**config.mk**
```make
export PLATFORM = sky130hd
export DESIGN_NAME = nibble_adder_seq
export DESIGN_NICKNAME = d
export VERILOG_FILES = /design/src/rtl/nibble_adder_seq.sv
export SDC_FILE = /design/constraint.sdc
export NUM_CORES = 1
export LEC_CHECK = 0
export ABC_AREA = 1
export ABC_CLOCK_PERIOD_IN_PS = 2210
export CAP_MARGIN = 20
export CORE_MARGIN = 2
export CORE_UTILIZATION = 40
export DETAILED_ROUTE_END_ITERATION = 6
export GPL_TIMING_DRIVEN = 1
export PLACE_DENSITY = 0.72
export SYNTH_ARGS = -nofsm -noshare
export SYNTH_HDL_FRONTEND = slang
export SYNTH_SLANG_ARGS = --single-unit
```
**constraint.sdc**
```tcl
create_clock -name clk -period 2.21 [get_ports clk]
set_clock_uncertainty 0.05 [all_clocks]
set_input_delay 0.442 -clock clk [delete_from_list [all_inputs] [get_ports clk]]
set_output_delay 0.442 -clock clk [all_outputs]
set_load 0.02 [all_outputs]
```
**src/rtl/nibble_adder_seq.sv**
```systemverilog
// rtl/nibble_adder_seq.sv - W-bit add/subtract sequenced one nibble per step through an external 4-bit CPA.
// Operands are latched on start; each nibble waits SETTLE cycles before its sum and carry are captured.
module nibble_adder_seq #(
  parameter int NIBBLES = 4,
  parameter int SETTLE  = 1
) (
  input  logic                   clk,
  input  logic                   rst,
  input  logic                   start,
  input  logic                   sub,
  input  logic                   cin,
  input  logic [4*NIBBLES-1:0]   a,
  input  logic [4*NIBBLES-1:0]   b,
  output logic                   busy,
  output logic                   done,
  output logic [4*NIBBLES-1:0]   sum,
  output logic                   cout,
  output logic                   ovf,
  output logic [3:0]             cpa_a,
  output logic [3:0]             cpa_b,
  output logic                   cpa_cin,
  input  logic [3:0]             cpa_s,
  input  logic                   cpa_cout
);

  localparam int W  = 4 * NIBBLES;
  localparam int IW = (NIBBLES > 1) ? $clog2(NIBBLES) : 1;
  localparam int CW = (SETTLE > 0) ? $clog2(SETTLE + 1) : 1;
  localparam logic [IW-1:0] LAST_IDX = IW'(NIBBLES - 1);
  localparam logic [CW-1:0] SETTLE_C = CW'(SETTLE);

  typedef enum logic [1:0] {S_IDLE, S_RUN, S_DONE} state_t;

  state_t        r_state;
  state_t        w_next;
  logic [W-1:0]  r_a;
  logic [W-1:0]  r_b;
  logic          r_carry;
  logic [IW-1:0] r_idx;
  logic [CW-1:0] r_cnt;
  logic          w_capture;
  logic          w_last;

  assign w_capture = (r_state == S_RUN) && (r_cnt == '0);
  assign w_last    = (r_idx == LAST_IDX);

  always_ff @(posedge clk) begin
    if (rst) r_state <= S_IDLE;
    else     r_state <= w_next;
  end

  always_comb begin
    w_next  = r_state;
    busy    = 1'b0;
    done    = 1'b0;
    cpa_a   = 4'h0;
    cpa_b   = 4'h0;
    cpa_cin = 1'b0;
    case (r_state)
      S_IDLE: begin
        if (start) w_next = S_RUN;
      end
      S_RUN: begin
        busy    = 1'b1;
        cpa_a   = r_a[{r_idx, 2'b00} +: 4];
        cpa_b   = r_b[{r_idx, 2'b00} +: 4];
        cpa_cin = r_carry;
        if (w_capture && w_last) w_next = S_DONE;
      end
      S_DONE: begin
        busy   = 1'b1;
        done   = 1'b1;
        w_next = S_IDLE;
      end
      default: w_next = S_IDLE;
    endcase
  end

  // Final nibble carries the sign bit, so overflow uses cpa_s[3] directly at the last capture.
  always_ff @(posedge clk) begin
    if (rst) begin
      r_a     <= '0;
      r_b     <= '0;
      r_carry <= 1'b0;
      r_idx   <= '0;
      r_cnt   <= '0;
      sum     <= '0;
      cout    <= 1'b0;
      ovf     <= 1'b0;
    end else begin
      case (r_state)
        S_IDLE: begin
          if (start) begin
            r_a     <= a;
            r_b     <= sub ? ~b : b;
            r_carry <= sub | cin;
            r_idx   <= '0;
            r_cnt   <= SETTLE_C;
          end
        end
        S_RUN: begin
          if (r_cnt != '0) begin
            r_cnt <= r_cnt - CW'(1);
          end else begin
            sum[{r_idx, 2'b00} +: 4] <= cpa_s;
            r_carry                  <= cpa_cout;
            if (w_last) begin
              cout <= cpa_cout;
              ovf  <= (r_a[W-1] == r_b[W-1]) && (cpa_s[3] != r_a[W-1]);
            end else begin
              r_idx <= r_idx + IW'(1);
              r_cnt <= SETTLE_C;
            end
          end
        end
        default: ;
      endcase
    end
  end

endmodule
```
; Yosys cells after proc, flatten, opt, wreduce, memory -nomap -nowiden
; Cells that the tools add are included.
[totals]
reg_bits = 56
out_inout_bits = 29
word_cells = 62
[classes]
add_sub_neg = 3
n_eq_ne = 9
shift = 4
mux = 21
bitwise = 3
n_reduce_logical = 13
[ops]
columns = cell, count
row1 = $shiftx 16x5->4, 2
row2 = $bwmux 16, 1
row3 = $mux 16, 1
row4 = $not 16->16, 1
row5 = $shift 4x6->16 const A, 1
row6 = $shiftx 4x6->16, 1
row7 = $mux 2, 5
row8 = $mux 1, 8
row9 = $mux 4, 2
row10 = $pmux 2 s2, 2
row11 = $reduce_and 2->1, 4
row12 = $ne 2x2->1 const B, 3
row13 = $neg 4->6, 1
row14 = $reduce_and 3->1, 2
row15 = $eq 2x2->1 const B, 2
row16 = $pmux 1 s2, 2
row17 = $reduce_and 4->1, 1
row18 = $logic_and 1x1->1, 3
row19 = $add 2x1->2 const B, 1
row20 = $eq 2x1->1 const B, 1
row21 = $logic_not 2->1, 1
row22 = $ne 2x1->1 const B, 1
row23 = $reduce_bool 2->1, 1
row24 = $reduce_or 2->1, 1
row25 = 5 further kinds, 5

; Longest topological paths before layout
[depth]
ltp_word = 5
depth_mapped = 10
mapped_depth_nobuf = 9

; Least setup slack after synthesis
; No wires, ideal clock.
[synth_timing]
path_type = register to output
startpoint = register r_state[1]
endpoint = output port cpa_a[0]
arrival_ps = 1294
slack_ps = 424
path_stages_with_launch = 6
n_path_buf = 1
cell_sequence = dfxtp_1 > inv_1 > ha_1 > buf_4 > clkinv_1 > a21oi_1
[synth_between]
elab_chain_cells = 2
[synth_lines]
columns = element, line_no
row1 = "start, declared", 34  ; state_t r_state;
row2 = "start signal, assigned", 49  ; else r_state <= w_next;
row3 = $eq 2x1->1, 59  ; case (r_state)
row4 = $mux 4, 59
row5 = "end, declared", 19  ; output logic [3:0] cpa_a,
; Every way passes these cells.

; Worst setup path in the final report
[layout_timing]
startpoint = register r_state[0]
endpoint = output port busy
[layout_between]
elab_chain_cells = 3
word_cells_on_any_way = 4
cone_classes = eq/ne: 2 / mux: 1 / reduce/logical: 1
[layout_lines]
columns = element, line_no
row1 = $eq 2x1->1 / $eq 2x2->1 (equally long branches), 59
row2 = $reduce_or 2->1 (no line) (*), --
row3 = $mux 1 (*), 59
row4 = "end, declared", 14  ; output logic busy,
; Every way passes the cells marked *; elsewhere a longest branch is shown, timed or not.

==> results.py <==
metrics = {
    "outcome": {
        "status": "complete, no violations",
    },
    "synthesis": {
        "synth.cell_area_um2": 2700,
        "avgSynthCellArea_um2": 7.05,
        "synth_nets": 434,
        "syn_inst": 383,
        "ys_ff_latch": 56,
        "yosys_warnings": 0,
        "ys_types": 19,
        "yosysSeqAreaShare": 0.415,
    },
    "timing": {
        "finalMaxSlewViolations": 0,
        "tns_ps": 0,
        "setup_viol": 0,
        "holdWs_ps": 421,
        "finalCritPeriodShare": 0.958,
        "finalCriticalPeriod_ps": 2120,
        "rsz0062_at_grt": "false",
        "relSlewSlack": 0.771,
        "finalHoldViolCount": 0,
        "worst_pin_slew_ps": 340,
        "max_freq_mhz": 472,
    },
    "place": {
        "place_inst": 520,
        "place_congestion": 0.821,
        "dpl_cell_area_um2": 3460,
        "place_hpwl_um": 4680,
        "io_buffers": 70,
    },
    "floorplan": {
        "die-area_um2": 7420,
        "ios": 71,
        "core_um2": 6420,
        "placementRows": 29,
        "die_h_um": 86.2,
        "initial_core_util": 0.420,
        "die_x_um": 86.2,
    },
    "flow_run": {
        "max_cap_viol_count": 0,
    },
    "cells_and_area": {
        "final_common_cell": "nor2_1",
        "fill_cells": 615,
        "layoutNonFillerInstCount": 528,
        "fin_nets": 501,
        "final_cell_mix": "nor2_1 (94), clkdlybuf4s50_1 (61), o21ai_0 (56), dfxtp_1 (56), nand2_1 (52)",
        "finalInstanceArea_um2": 3550,
        "drive_above_1_share": 0.0665,
        "area_growth_pct": 31.3,
        "n_antenna_cell": 0,
    },
    "cts": {
        "clkSlewWorstSetupHoldPaths_ps": 100,
        "holdBufCountCts": 0,
        "clk_path_buf_depth": 2,
        "ctsResizeCount": 11,
        "h-tree-depth": 2,
        "cts_tree": "yes",
        "cts_setup_buffers": 0,
        "clockRootBuffer": "clkbuf_8",
        "cts.sinks": 56,
        "cts_buffers": 5,
        "clk_latency_ps": 310,
    },
    "hold_path": {
        "hold_path_class": "flop to flop",
    },
    "pwr": {
        "ir_drop_mv": 0.398,
        "leakage_nw": 1.44,
        "p_per_area_nw_per_um2": 962,
    },
    "drt": {
        "viasPerCell": 4.86,
        "route.detailed.drc": 0,
        "drtIter0Drc": 127,
        "drt-wirelength-per-cell_um": 11.8,
        "wirelength_um": 6230,
        "dr.pass1.iters": 4,
        "vias": 2568,
        "drtAntennaViolNets": 0,
    },
    "grt": {
        "grt_max_degree": 43,
        "antenna_found_initial": 0,
        "grt_pass1_wl_um": 10500,
        "grt_pass1_vias": 2308,
        "grt_overflow_total": 0,
        "grt_usage": 0.175,
    },
    "worst_setup_path": {
        "critPathCaptureType": "primary output",
        "crit_path_start_kind": "flop",
        "path_max_fanout": 3,
        "critPathRequiredTime_ps": 1720,
        "setup.worst_path.class": "flop to primary output",
        "worst-endpoint-arrival_ps": 1630,
    },
}
cell usage after synthesis:
cell type  instances  share of area
a21oi_1           38          0.070
buf_2              5         0.0093
buf_4              7          0.019
buf_6              1         0.0042
clkbuf_1           7         0.0097
clkinv_1           2         0.0028
dfxtp_1           56           0.42
ha_1               9          0.042
inv_1             20          0.028
inv_2              2         0.0028
nand2_1           52          0.072
nand2_2            1         0.0023
nand3_1            9          0.017
nand3_2            2         0.0074
nor2_1            94           0.13
nor2_2             1         0.0023
nor3_1             5         0.0093
o21ai_0           56           0.10
xnor2_1           16          0.052
routing by layer:
layer	track usage	wire length, um
met1	0.227	2910
met2	0.292	2910
met3	0.0395	314
met4	0.0505	95
met5	0	0
registers in the layout, summed over array words and instances, names as in the netlist:
register and cells:
ovf 1, cout 1, r_state 2, r_cnt 1, r_carry 1, sum 16, r_idx 2, r_a 16
r_b 16
worst paths after layout:
check / from / endpoint / slack (ps) / cells after the start
worst max-delay path: r_state[0]$_SDFFE_PP0P_ / busy / 90 / 3
worst min-delay path: sum[10]$_SDFFE_PP0P_ / sum[10]$_SDFFE_PP0P_ / 420 / 2
worst max register to register: r_idx[0]$_SDFFE_PP0P_ / sum[12]$_SDFFE_PP0P_ / 500 / 8
worst min register to register: sum[10]$_SDFFE_PP0P_ / sum[10]$_SDFFE_PP0P_ / 420 / 2
stage by stage:
stage | setup WS [ps] | utilization | power [W]
2_1_floorplan | 424 | - | 0.00236
3_3_place_gp | 50.4 | 0.538 | 0.00277
3_5_place_dp | -0.354 | 0.538 | 0.00280
4_1_cts | 48.0 | 0.554 | 0.00345
5_1_grt | 0.873 | 0.552 | 0.00369
6_report | 91.9 | 0.552 | 0.00341
area by class of cell:
| type | count | area (um2) | share of cell area |
|---|---|---|---|
| inverters | 24 | 92.6 | 0.0261 |
| flip-flops and latches | 56 | 1120 | 0.316 |
| multi-input cells | 283 | 1370 | 0.387 |
| clock buffers | 5 | 68.8 | 0.0194 |
| well taps | 77 | 96.3 | 0.0272 |
| repair buffers | 80 | 751 | 0.212 |
| clock inverters | 3 | 42.5 | 0.0120 |
kinds of logic after synthesis:
group | synth area share
adder cells (fa/ha/maj) | 0.0417
XOR/XNOR | 0.0519
flip-flops | 0.415
AND/OR/NAND/NOR | 0.241
AO/OA/AOI/OAI | 0.174
buffers and inverters | 0.0760
critical path, stage by stage (launching register included):
cell and delay [ps]:
dfxtp_1 370, inv_1 80, ha_1 280, clkdlybuf4s50_1 590
report_power, final:
part,switching [W],internal (W)
clock network,0.000326,0.000336
logic,0.000809,0.000537
registers,0.000148,0.00126
Note: power is estimated with default switching activity, not from simulation.
==> patch (same settings) <==
Encoding of `state_t`: now one-hot (3 bits for 3 states).
--- a/src/rtl/nibble_adder_seq.sv
+++ b/src/rtl/nibble_adder_seq.sv
@@ -29,7 +29,7 @@
   localparam logic [IW-1:0] LAST_IDX = IW'(NIBBLES - 1);
   localparam logic [CW-1:0] SETTLE_C = CW'(SETTLE);
 
-  typedef enum logic [1:0] {S_IDLE, S_RUN, S_DONE} state_t;
+  typedef enum logic [2:0] {S_IDLE = 3'b001, S_RUN = 3'b010, S_DONE = 3'b100} state_t;
 
   state_t        r_state;
   state_t        w_next;
Formal check against the unedited RTL: same outputs for any inputs over 10 cycles, from zero or initial values and one cycle with rst high; not proved beyond that.
==> patch against the unedited design <==
  * Wire length up 4.0%
  * Area after synthesis grew 2.0%
  * Die area is 1.9% higher
  * Worst setup slack gained 0.0036 ns
  * Sequential cell count is 1 higher
  * Final area increased by 5.9%
  * Non-clock buffer count up 7
Power is not compared: it rests on default switching activity, and its combinational part moved more than twofold at a synthesized area within 25%.
==> patch: results (changes against the unedited design) <==
status=finished clean; clk_lat worst skew=0.33 ns (+0.02 ns); TritonCTS Buffers=9 (+4); cell at the slowest stage of the critical path=dfxtp_1; first-pass GRT wire length=10,800 µm (+3.0%); synth cell count leaders=73 x nor2_1, 57 x dfxtp_1, 49 x nand2_1, 48 x o21ai_0, 47 x a21oi_1; Rel. slew slack=0.755 (-0.0161); crit-path max FO=5 (+2); H-tree depth=3 (+1); detailed-route via count=2,664 (+3.7%); final std cells w/o fill=546 (+3.4%); GR Util met3=0.0521 (+0.0127); top area cells in the synthesized netlist=dfxtp_1 41%, nor2_1 10%, o21ai_0 8.7%; fill count=652 (+6.0%); Avg WL per Cell=11.9 µm (+0.55%); met1 usage=0.206 (-0.0214); Netlist cell types=27 (+8); layout net count=508 (+1.4%); placed cells=527 (+1.3%); largest net degree at the start of global routing=28 (-35%); detailed placement HPWL=4780 µm (+2.2%); DR WL met2=3200 µm (+10%); sequential element share of the synthesized area=0.414 (-0.000842); initial drt markers=88 (-31%); GPL Wtd Cong=0.829 (+0.91%); GR met2 Demand/Resource=0.321 (+0.0289); met3 WL post-DR=319 µm (+1.6%)
[patch: per-stage QoR]
stage	instance area [µm²]	util	worst slack (ns)	total power [W]
3_5_place_dp	3570	0.531	0.0578	0.00174
5_1_grt	3750	0.559	0.0137	0.00282
3_3_place_gp	3570	0.531	0.0893	0.00173
4_1_cts	3770	0.561	0.0386	0.00269
2_1_floorplan	2750	-	0.385	0.00154
6_report	3750	0.559	0.0955	0.00267
[patch: kinds of logic (layout without fill, tap and decap cells)]
logic type | count (synthesis) | in the layout | share of synthesized area
AND/OR/NAND/NOR | 160 | 160 | 0.258
AO/OA/AOI/OAI | 97 | 97 | 0.177
flip-flops | 57 | 57 | 0.414
buffers and inverters | 48 | 131 | 0.0772
XOR/XNOR | 16 | 16 | 0.0509
adder cells (fa/ha/maj) | 5 | 5 | 0.0227
[patch: path summary, 6_finish.rpt]
check                                from                    to  slack, ns  cells past startpoint
setup / recovery  r_state[0]$_SDFFE_PP1P_                  busy        0.1                      6
hold / removal       r_b[10]$_SDFFE_PP0P_  r_b[10]$_SDFFE_PP0P_       0.40                      2
hold reg to reg      r_b[10]$_SDFFE_PP0P_  r_b[10]$_SDFFE_PP0P_       0.40                      2
setup reg to reg    r_idx[1]$_SDFFE_PP0P_   sum[8]$_SDFFE_PP0P_       0.37                      7
[patch: repair_timing]
item                       in CTS  in global routing
resized for setup              11                 19
setup buffers                   3                  0
pin swaps                       1                  0
setup endpoints to repair      11                  9
[patch: final cells by class]
class                      count  area (µm²)  area share
multi-input combinational    278        1400       0.373
tap                           80         100      0.0267
timing repair buffer          87         803       0.214
clock buffer                  10         128      0.0340
inverter                      28         113      0.0300
sequential                    57        1140       0.304
clock inverter                 6        67.6      0.0180
